**src/rtl/equiv_vector_sequencer.sv**
```systemverilog
// Purpose : on-chip stimulus sequencer and output checker for netlist equivalence runs.
// Latency : one vector every SETTLE_CYC+1 cycles; done rises NUM_VEC*(SETTLE_CYC+1) cycles after start.
// Backpres: none; start is ignored while busy, and abort always wins and returns to IDLE.
// Ports   : clk/rst_n (async active-low); start/abort/seed_load/seed_in control;
//           stim/stim_valid/vec_idx drive both netlists; y_ref/y_dut are compared;
//           busy/done/fail/mismatch_cnt/first_fail_idx report run status and results.
module equiv_vector_sequencer #(
  parameter int          IN_W       = 52,
  parameter int          OUT_W      = 924,
  parameter int          NUM_VEC    = 21,
  parameter int          SETTLE_CYC = 1,
  parameter logic [63:0] SEED       = 64'h1,
  parameter int          CNT_W      = 8,
  parameter int          IDX_W      = 8
) (
  input  logic             clk,
  input  logic             rst_n,
  input  logic             start,
  input  logic             abort,
  input  logic             seed_load,
  input  logic [63:0]      seed_in,
  output logic [IN_W-1:0]  stim,
  output logic             stim_valid,
  input  logic [OUT_W-1:0] y_ref,
  input  logic [OUT_W-1:0] y_dut,
  output logic             busy,
  output logic             done,
  output logic             fail,
  output logic [CNT_W-1:0] mismatch_cnt,
  output logic [IDX_W-1:0] first_fail_idx,
  output logic [IDX_W-1:0] vec_idx
);

  typedef enum logic [1:0] {IDLE, SETTLE, COMPARE, DONE} state_t;

  localparam logic [63:0]      TAPS        = 64'hD800_0000_0000_0000;
  localparam int               SC_W        = (SETTLE_CYC > 1) ? $clog2(SETTLE_CYC) : 1;
  localparam logic [SC_W-1:0]  SETTLE_LAST = SC_W'(SETTLE_CYC - 1);
  localparam logic [IDX_W-1:0] LAST_IDX    = IDX_W'(NUM_VEC - 1);

  state_t            state, state_nxt;
  logic [SC_W-1:0]   settle_cnt;
  logic [63:0]       lfsr;
  logic [63:0]       seed_reg;

  logic              idle_like;
  logic              start_ok;
  logic              load_seed;
  logic              last_vec;
  logic              settle_done;
  logic              mismatch;
  logic [63:0]       seed_eff;
  logic [63:0]       seed_now;
  logic [63:0]       lfsr_step;

  assign idle_like   = (state == IDLE) || (state == DONE);
  assign start_ok    = start && !abort && idle_like;
  assign load_seed   = seed_load && idle_like;
  assign last_vec    = (vec_idx == LAST_IDX);
  assign settle_done = (settle_cnt == SETTLE_LAST);
  assign mismatch    = (y_ref != y_dut);

  // A zero seed would lock the LFSR at zero, so it is replaced by SEED.
  assign seed_eff  = (seed_in == 64'd0) ? SEED : seed_in;
  // A seed loaded on the same edge as start is the one used for that run.
  assign seed_now  = load_seed ? seed_eff : seed_reg;
  assign lfsr_step = {1'b0, lfsr[63:1]} ^ (lfsr[0] ? TAPS : 64'd0);

  assign busy       = (state == SETTLE) || (state == COMPARE);
  assign stim_valid = busy;
  assign done       = (state == DONE);
  assign fail       = (mismatch_cnt != '0);

  always_ff @(posedge clk or negedge rst_n) begin
    if (!rst_n) begin
      state <= IDLE;
    end else begin
      state <= state_nxt;
    end
  end

  always_comb begin
    state_nxt = state;
    if (abort) begin
      state_nxt = IDLE;
    end else begin
      case (state)
        IDLE, DONE: if (start) state_nxt = SETTLE;
        SETTLE:     if (settle_done) state_nxt = COMPARE;
        COMPARE:    state_nxt = last_vec ? DONE : SETTLE;
        default:    state_nxt = IDLE;
      endcase
    end
  end

  always_ff @(posedge clk or negedge rst_n) begin
    if (!rst_n) begin
      seed_reg       <= SEED;
      lfsr           <= SEED;
      stim           <= '0;
      vec_idx        <= '0;
      mismatch_cnt   <= '0;
      first_fail_idx <= '1;
      settle_cnt     <= '0;
    end else begin
      if (load_seed) begin
        seed_reg <= seed_eff;
      end
      // Abort freezes every result and discards any compare in flight.
      if (!abort) begin
        if (start_ok) begin
          lfsr           <= seed_now;
          stim           <= '0;
          vec_idx        <= '0;
          mismatch_cnt   <= '0;
          first_fail_idx <= '1;
          settle_cnt     <= '0;
        end else if (state == SETTLE) begin
          settle_cnt <= settle_done ? '0 : settle_cnt + 1'b1;
        end else if (state == COMPARE) begin
          if (mismatch) begin
            if (mismatch_cnt != '1) mismatch_cnt <= mismatch_cnt + 1'b1;
            if (first_fail_idx == '1) first_fail_idx <= vec_idx;
          end
          // Vector 0 is all-zero; vector n>0 is the top slice of the n-th LFSR step.
          if (!last_vec) begin
            lfsr    <= lfsr_step;
            stim    <= lfsr_step[63 -: IN_W];
            vec_idx <= vec_idx + 1'b1;
          end
        end
      end
    end
  end

endmodule

```
**config.mk**
```make
export PLATFORM = sky130hd
export DESIGN_NAME = equiv_vector_sequencer
export DESIGN_NICKNAME = d
export VERILOG_FILES = /design/src/rtl/equiv_vector_sequencer.sv
export SDC_FILE = /design/constraint.sdc
export NUM_CORES = 1
export LEC_CHECK = 0
export ABC_AREA = 0
export CORE_AREA = 2 2 776 778
export CTS_BUF_LIST = sky130_fd_sc_hd__clkbuf_2
export CTS_CLUSTER_DIAMETER = 30
export CTS_CLUSTER_SIZE = 25
export DETAILED_ROUTE_END_ITERATION = 10
export DIE_AREA = 0 0 778 780
export GPL_ROUTABILITY_DRIVEN = 1
export PLACE_DENSITY = 0.3
export SLEW_MARGIN = 5
export SYNTH_ARGS = -nofsm -noshare
export SYNTH_HDL_FRONTEND = slang
export SYNTH_SLANG_ARGS = --single-unit
```
**constraint.sdc**
```tcl
create_clock -name clk -period 3.2 [get_ports clk]
set_clock_uncertainty 0.15 [all_clocks]
set_input_delay 0.32 -clock clk [delete_from_list [all_inputs] [get_ports clk]]
set_output_delay 0.32 -clock clk [all_outputs]
set_load 0.02 [all_outputs]
```
==> results.toml, run 1 <==
[outcome]
status = "complete, but fails checks"
violations = "antenna violations, negative setup slack"

[synthesis]
post_synth_num_cell_types = 52
avgSynthCellArea_um2 = 8.87
synthArstFlopShare_pct = 100
ys_seq_elements = 206
synth_edf_count = 0
synth_nets = 4090
synth-seq-area-share_pct = 26.9
ys.warnings.count = 0
ys.flop_type = "dfrtp_1"
synth_area_um2 = 19200
synthCells = 2165

[layout]
final_nets = 6553
mostFrequentLayoutCells = "1987 x clkdlybuf4s50_1, 594 x xnor2_1, 266 x buf_4"
multi_input_area_um2 = 13700
mostFrequentLayoutCell = "clkdlybuf4s50_1"
fillers = 69873
final_cells = 13008
area_delta_synth_final_pct = 190
final_core_util_pct = 9.30
drive_gt1_share_pct = 13.0
seq_area_um2 = 5170

[setup_path]
required_ps = 4000
crit_chain = "clkdlybuf4s50_1, xnor2_1, nand4_1, nor4_1, buf_4, nand4_1, buf_12, nor4_1, buf_4, and4_4, buf_12, a21oi_4, a22o_1"
r2r_start = "state[0]"
critPathArrivalTime_ps = 4080
crit_type = "primary input to flop"
cp-startpoint = "y_dut[750]"
slowest_delay_ps = 590
start_kind = "primary input"
slowest_stage = "nor4_1"
cp_max_fo = 10
cp-end-kind = "flop"

[cts]
cts_buffer_depth = 3
cts_tree = "done"
htreeDepth = 3
cts_inserted_buffers = 72
clk_pin_slew_worst_paths_ps = 90
cts_root_buffer = "clkbuf_2"
clk_latency_ps = 1190
cts_sinks = 206

[power_and_ir_drop]
combPwrFrac_pct = 59.2
p_int_mw = 10.4
vdd_ir_drop_max_mv = 0.240
clkPwrFrac_pct = 16.9
p_leak_nw = 17.9
power_frac_seq_pct = 23.9
p_switching_mw = 7.13
sw_frac_of_total_pct = 40.8
p_per_area_nw_per_um2 = 314

[global_route]
grt_use_met2_pct = 30.4
antenna_found_initial = 1050
grt_overflow_total = 0
grt_use_met3_pct = 10.4
grt_pass1_vias = 30545
grt_use_total_pct = 18.6
top_usage_layer = "met2"
use_met1_pct = 20.8
grt_pass1_wl_mm = 652
grt_max_degree = 65

[routing]
wire_per_inst_um = 44.9
post_drt_via_cell_ratio = 2.52
vias = 32820
drtPass1Iterations = 5
drcViolationCount = 0
totalWireLength_mm = 584
first_iter_violations = 2524
antenna_left = 1

[sta]
slew_viol_final = 0
grt_setup_unrepaired = "true"
timing.final.crit_period_ps = 3280
finalSetupTns_ps = -233
maxSlewHeadroom_pct = 18.9
timing.hold.ws_ps = 136
final-hold-violation-count = 0
fin_ws_ps = -83.0
finalSetupViolations = 6
worst_slew_pin_slew_ps = 1210
max_freq_mhz = 305
final.period_utilization_pct = 103

[placement]
dp_cells = 12511
io_buffers = 1996
dp_hpwl_mm = 565
gp_congestion = 1.14

[floorplanning]
coreArea_um2 = 599000
fp.dieW_um = 778
row_count = 285
ios = 1997
die_h_um = 780
die_area_um2 = 607000
start_util_pct = 3.20

[hold_path]
hold_path_class = "primary input to flop"
hold_path.startpoint = "seed_in[58]"

[flow_run]
max-cap-violations = 0
[cells by family (layout without fill, tap and decap cells)]
logic type / count (synthesis) / after routing / share of synthesized area, %
other: 0 / 290 / 0
xor gates and xnor gates: 852 / 852 / 38.9
AOI/OAI and AO/OA: 288 / 288 / 9.67
adders and majority gates: 8 / 8 / 0.522
DFF: 206 / 206 / 26.9
muxes: 75 / 75 / 4.32
buffers and inverters: 139 / 2656 / 2.75
and+or+nand+nor: 597 / 597 / 16.9
[power by group through the flow]
stage	registers [mW]	logic (mW)	clock network [mW]
after detailed placement	4.25	10.4	0
final	4.19	10.4	2.95
after global placement	4.24	10.4	0
after floorplan	4.53	3.22	0
after global routing	4.32	11.1	3.21
after CTS	4.20	10.6	3.10
[critical path, delay by kind of cell]
| kind | cells | cell delay, ps |
|---|---|---|
| simple gates | 5 | 1640 |
| buf+inv | 5 | 1260 |
| xor+xnor | 1 | 490 |
| compound gates | 2 | 300 |
[synth_stat cells (all sizes together), types with 12 or more instances]
cell type	n	area share, %
mux2i	12	0.63
o21ai	124	3.2
a21boi	49	1.9
o2bb2ai	13	0.59
nor2b	19	0.62
inv	82	1.6
nand2	184	3.6
nand4	183	6.0
nor4	138	4.6
a21oi	25	0.67
xor2	257	12
dfrtp	196	26
mux2	63	3.7
clkbuf	53	1.0
xnor2	595	27
nand2b	23	0.75
nor2	17	0.33
o22ai	21	0.68
[metal layers]
metal	share of wire, %	routed length, um
met3	13	75800
met4	3.5	20500
met1	38	222000
met5	0.49	2870
met2	45	263000
[worst paths after layout]
path                                    to  slack, ps  cells past startpoint
hold / removal                seed_reg[58]        140                      2
max in group asynchronous          lfsr[0]       1440                      6
setup reg to reg           mismatch_cnt[6]        -10                     12
min in group asynchronous         stim[19]        610                      5
hold reg to reg                   stim[43]        320                      2
setup / recovery           mismatch_cnt[6]        -80                     13
[repair_timing]
action | in CTS | in global routing
cloned | 1 | 0
resized for setup | 26 | 16
buffers inserted | 7 | 1
pin swaps | 7 | 3
endpoints found under the hold margin | 333 | 0
hold buffers | 71 | 0
setup endpoints to repair | 20 | 37
[per-stage QoR]
stage               power, mW  worst slack [ps]  instance area (um^2)
global placement         14.7             -1810                 53300
detailed placement       14.7             -1860                 53300
CTS                      17.9             -68.3                 55000
finish                   17.5             -83.0                 55700
global route             18.6              -160                 55400
floorplan                7.75               104                 19200
[cell type report]
cell class                 instances  share of cell area, %
timing repair buffer            2446                   44.7
multi-input combinational       1820                   24.6
tap                             8036                   18.0
sequential                       206                   9.27
antenna                          290                   1.30
clock buffer                      90                  0.808
clock inverter                    38                  0.667
inverter                          82                  0.552
(Power assumes the default switching activity.)
==> inputs of run 2 (changes only) <==
- CTS_CLUSTER_DIAMETER: 30 -> default
- CTS_CLUSTER_SIZE: 25 -> 8
==> results.toml, run 2 (synthesis results as in run 1) <==
[sta]
slew_viol_final = 0
max_freq_mhz = 311
finalSetupViolations = 1
final-hold-violation-count = 0
final.period_utilization_pct = 101
fin_ws_ps = -18.7
grt_setup_unrepaired = "true"
worst_slew_pin_slew_ps = 1200
maxSlewHeadroom_pct = 19.4
timing.hold.ws_ps = 149
timing.final.crit_period_ps = 3220

[routing]
drcViolationCount = 0
drtPass1Iterations = 5
wire_per_inst_um = 44.8
vias = 32843
totalWireLength_mm = 584
antenna_left = 0
highest_layer = "met5"
first_iter_violations = 2576
route.met2.wl_mm = 263
wl_met3_mm = 79.2
post_drt_via_cell_ratio = 2.52
met1_length_mm = 218

[placement]
place_area_um2 = 53300
io_buffers = 1996
gp_congestion = 1.14
dp_hpwl_mm = 565

[hold_path]
hold_path.startpoint = "seed_in[58]"
hold_path_class = "primary input to flop"

[layout]
mostFrequentLayoutCells = "1987 x clkdlybuf4s50_1, 594 x xnor2_1, 265 x buf_4"
area_delta_synth_final_pct = 190
finish.instance_area_um2 = 55600
drive_gt1_share_pct = 12.9
multi_input_area_um2 = 13700
fillers = 69865
final_nets = 6548
seq_area_um2 = 5170
mostFrequentLayoutCell = "clkdlybuf4s50_1"

[setup_path]
cp_max_fo = 10
cp-end-kind = "flop"
crit_type = "primary input to flop"
required_ps = 4090
r2r_start = "state[1]"
critPathArrivalTime_ps = 4100
cp-startpoint = "y_dut[750]"
start_kind = "primary input"

[cts]
cts_root_buffer = "clkbuf_2"
cts_tree = "done"
htreeDepth = 3
cts_sinks = 206
clk_pin_slew_worst_paths_ps = 100
cts_inserted_buffers = 70
clk_latency_ps = 1180
cts_buffer_depth = 3

[floorplanning]
die_h_um = 780
fp.dieW_um = 778
die_area_um2 = 607000
coreArea_um2 = 599000
ios = 1997
start_util_pct = 3.20
row_count = 285

[outcome]
status = "complete, but fails checks"
violations = "negative setup slack"

[global_route]
grt_pass1_vias = 30469
grt_use_total_pct = 18.6
grt_pass1_wl_mm = 651
antenna_found_initial = 1060
grt_overflow_total = 0
grt_max_degree = 65

[power_and_ir_drop]
sw_frac_of_total_pct = 41.6
p_int_mw = 9.86
p_leak_nw = 17.9
combPwrFrac_pct = 61.0
clkPwrFrac_pct = 14.2
p_switching_mw = 7.03
power_frac_seq_pct = 24.8
p_per_area_nw_per_um2 = 304
vdd_ir_drop_max_mv = 0.243

[flow_run]
max-cap-violations = 0
==> run 2: changes by cell type in the layout (fill, tap and decap cells not counted), sizes merged, moves of 3 or more <==
cell / previous run / this run
buf: 382 / 379
bufinv: 7 / 0
clkbuf: 92 / 110
clkinv: 25 / 7
diode: 290 / 342
==> run 2: final timing paths <==
kind	slack, ps	to	depth (start not counted)
max in group asynchronous	1380	stim[4]	6
min	150	seed_reg[58]	2
max reg2reg	80	mismatch_cnt[6]	11
max	-20	mismatch_cnt[6]	13
min reg2reg	340	lfsr[54]	2
min in group asynchronous	660	seed_reg[19]	5
==> run 2: cell type report <==
cell class | count | area share, %
timing repair buffer | 2443 | 44.8
multi-input combinational | 1820 | 24.6
tap | 8036 | 18.1
sequential | 206 | 9.29
antenna | 342 | 1.54
clock buffer | 109 | 0.980
inverter | 82 | 0.553
clock inverter | 13 | 0.142
==> run 2: power by group through the flow <==
stage	Clock, mW	Combinational [mW]	Sequential (mW)
2_1_floorplan	0	3.22	4.53
3_3_place_gp	0	10.4	4.24
3_5_place_dp	0	10.4	4.25
4_1_cts	2.52	10.5	4.20
5_1_grt	2.64	11.1	4.32
6_report	2.39	10.3	4.20
==> run 2: what timing repair did <==
| item | in CTS | in global routing |
|---|---|---|
| resized for setup | 15 | 15 |
| endpoints found under the hold margin | 334 | 0 |
| hold buffers | 70 | 0 |
| buffers inserted | 1 | 4 |
| cloned | 0 | 1 |
| pin swaps | 1 | 3 |
| setup endpoints to repair | 19 | 23 |
==> run 2: worst max-delay path, stage by stage <==
cell	delay, ps
clkdlybuf4s50_1	430
xnor2_1	500
nand4_1	160
nor4_1	400
buf_4	180
nand4_1	170
buf_12	210
nor4_1	600
buf_4	270
and4_4	310
buf_12	170
a21oi_4	110
a22o_1	210
==> run 2: stage by stage <==
| step | setup TNS [ps] | power [mW] | util [%] | setup slack (ps) | cells |
|---|---|---|---|---|---|
| 6_report | -18.7 | 16.9 | 9.28 | -18.7 | 13051 |
| 5_1_grt | -190 | 18.0 | 9.21 | -59.2 | 12883 |
| 4_1_cts | -26.5 | 17.3 | 9.12 | -26.5 | 12704 |
| 3_5_place_dp | -28980 | 14.7 | 8.89 | -1860 | 12511 |
| 3_3_place_gp | -28280 | 14.7 | 8.89 | -1810 | 12511 |
| 2_1_floorplan | 0 | 7.75 | - | 104 | 2165 |
==> run 2: routing by layer <==
metal	global-route usage, %	vias up
met5	0.00790	-
met4	4.50	404
met3	10.4	1659
met2	30.4	3183
met1	20.8	14641
li1	-	12956
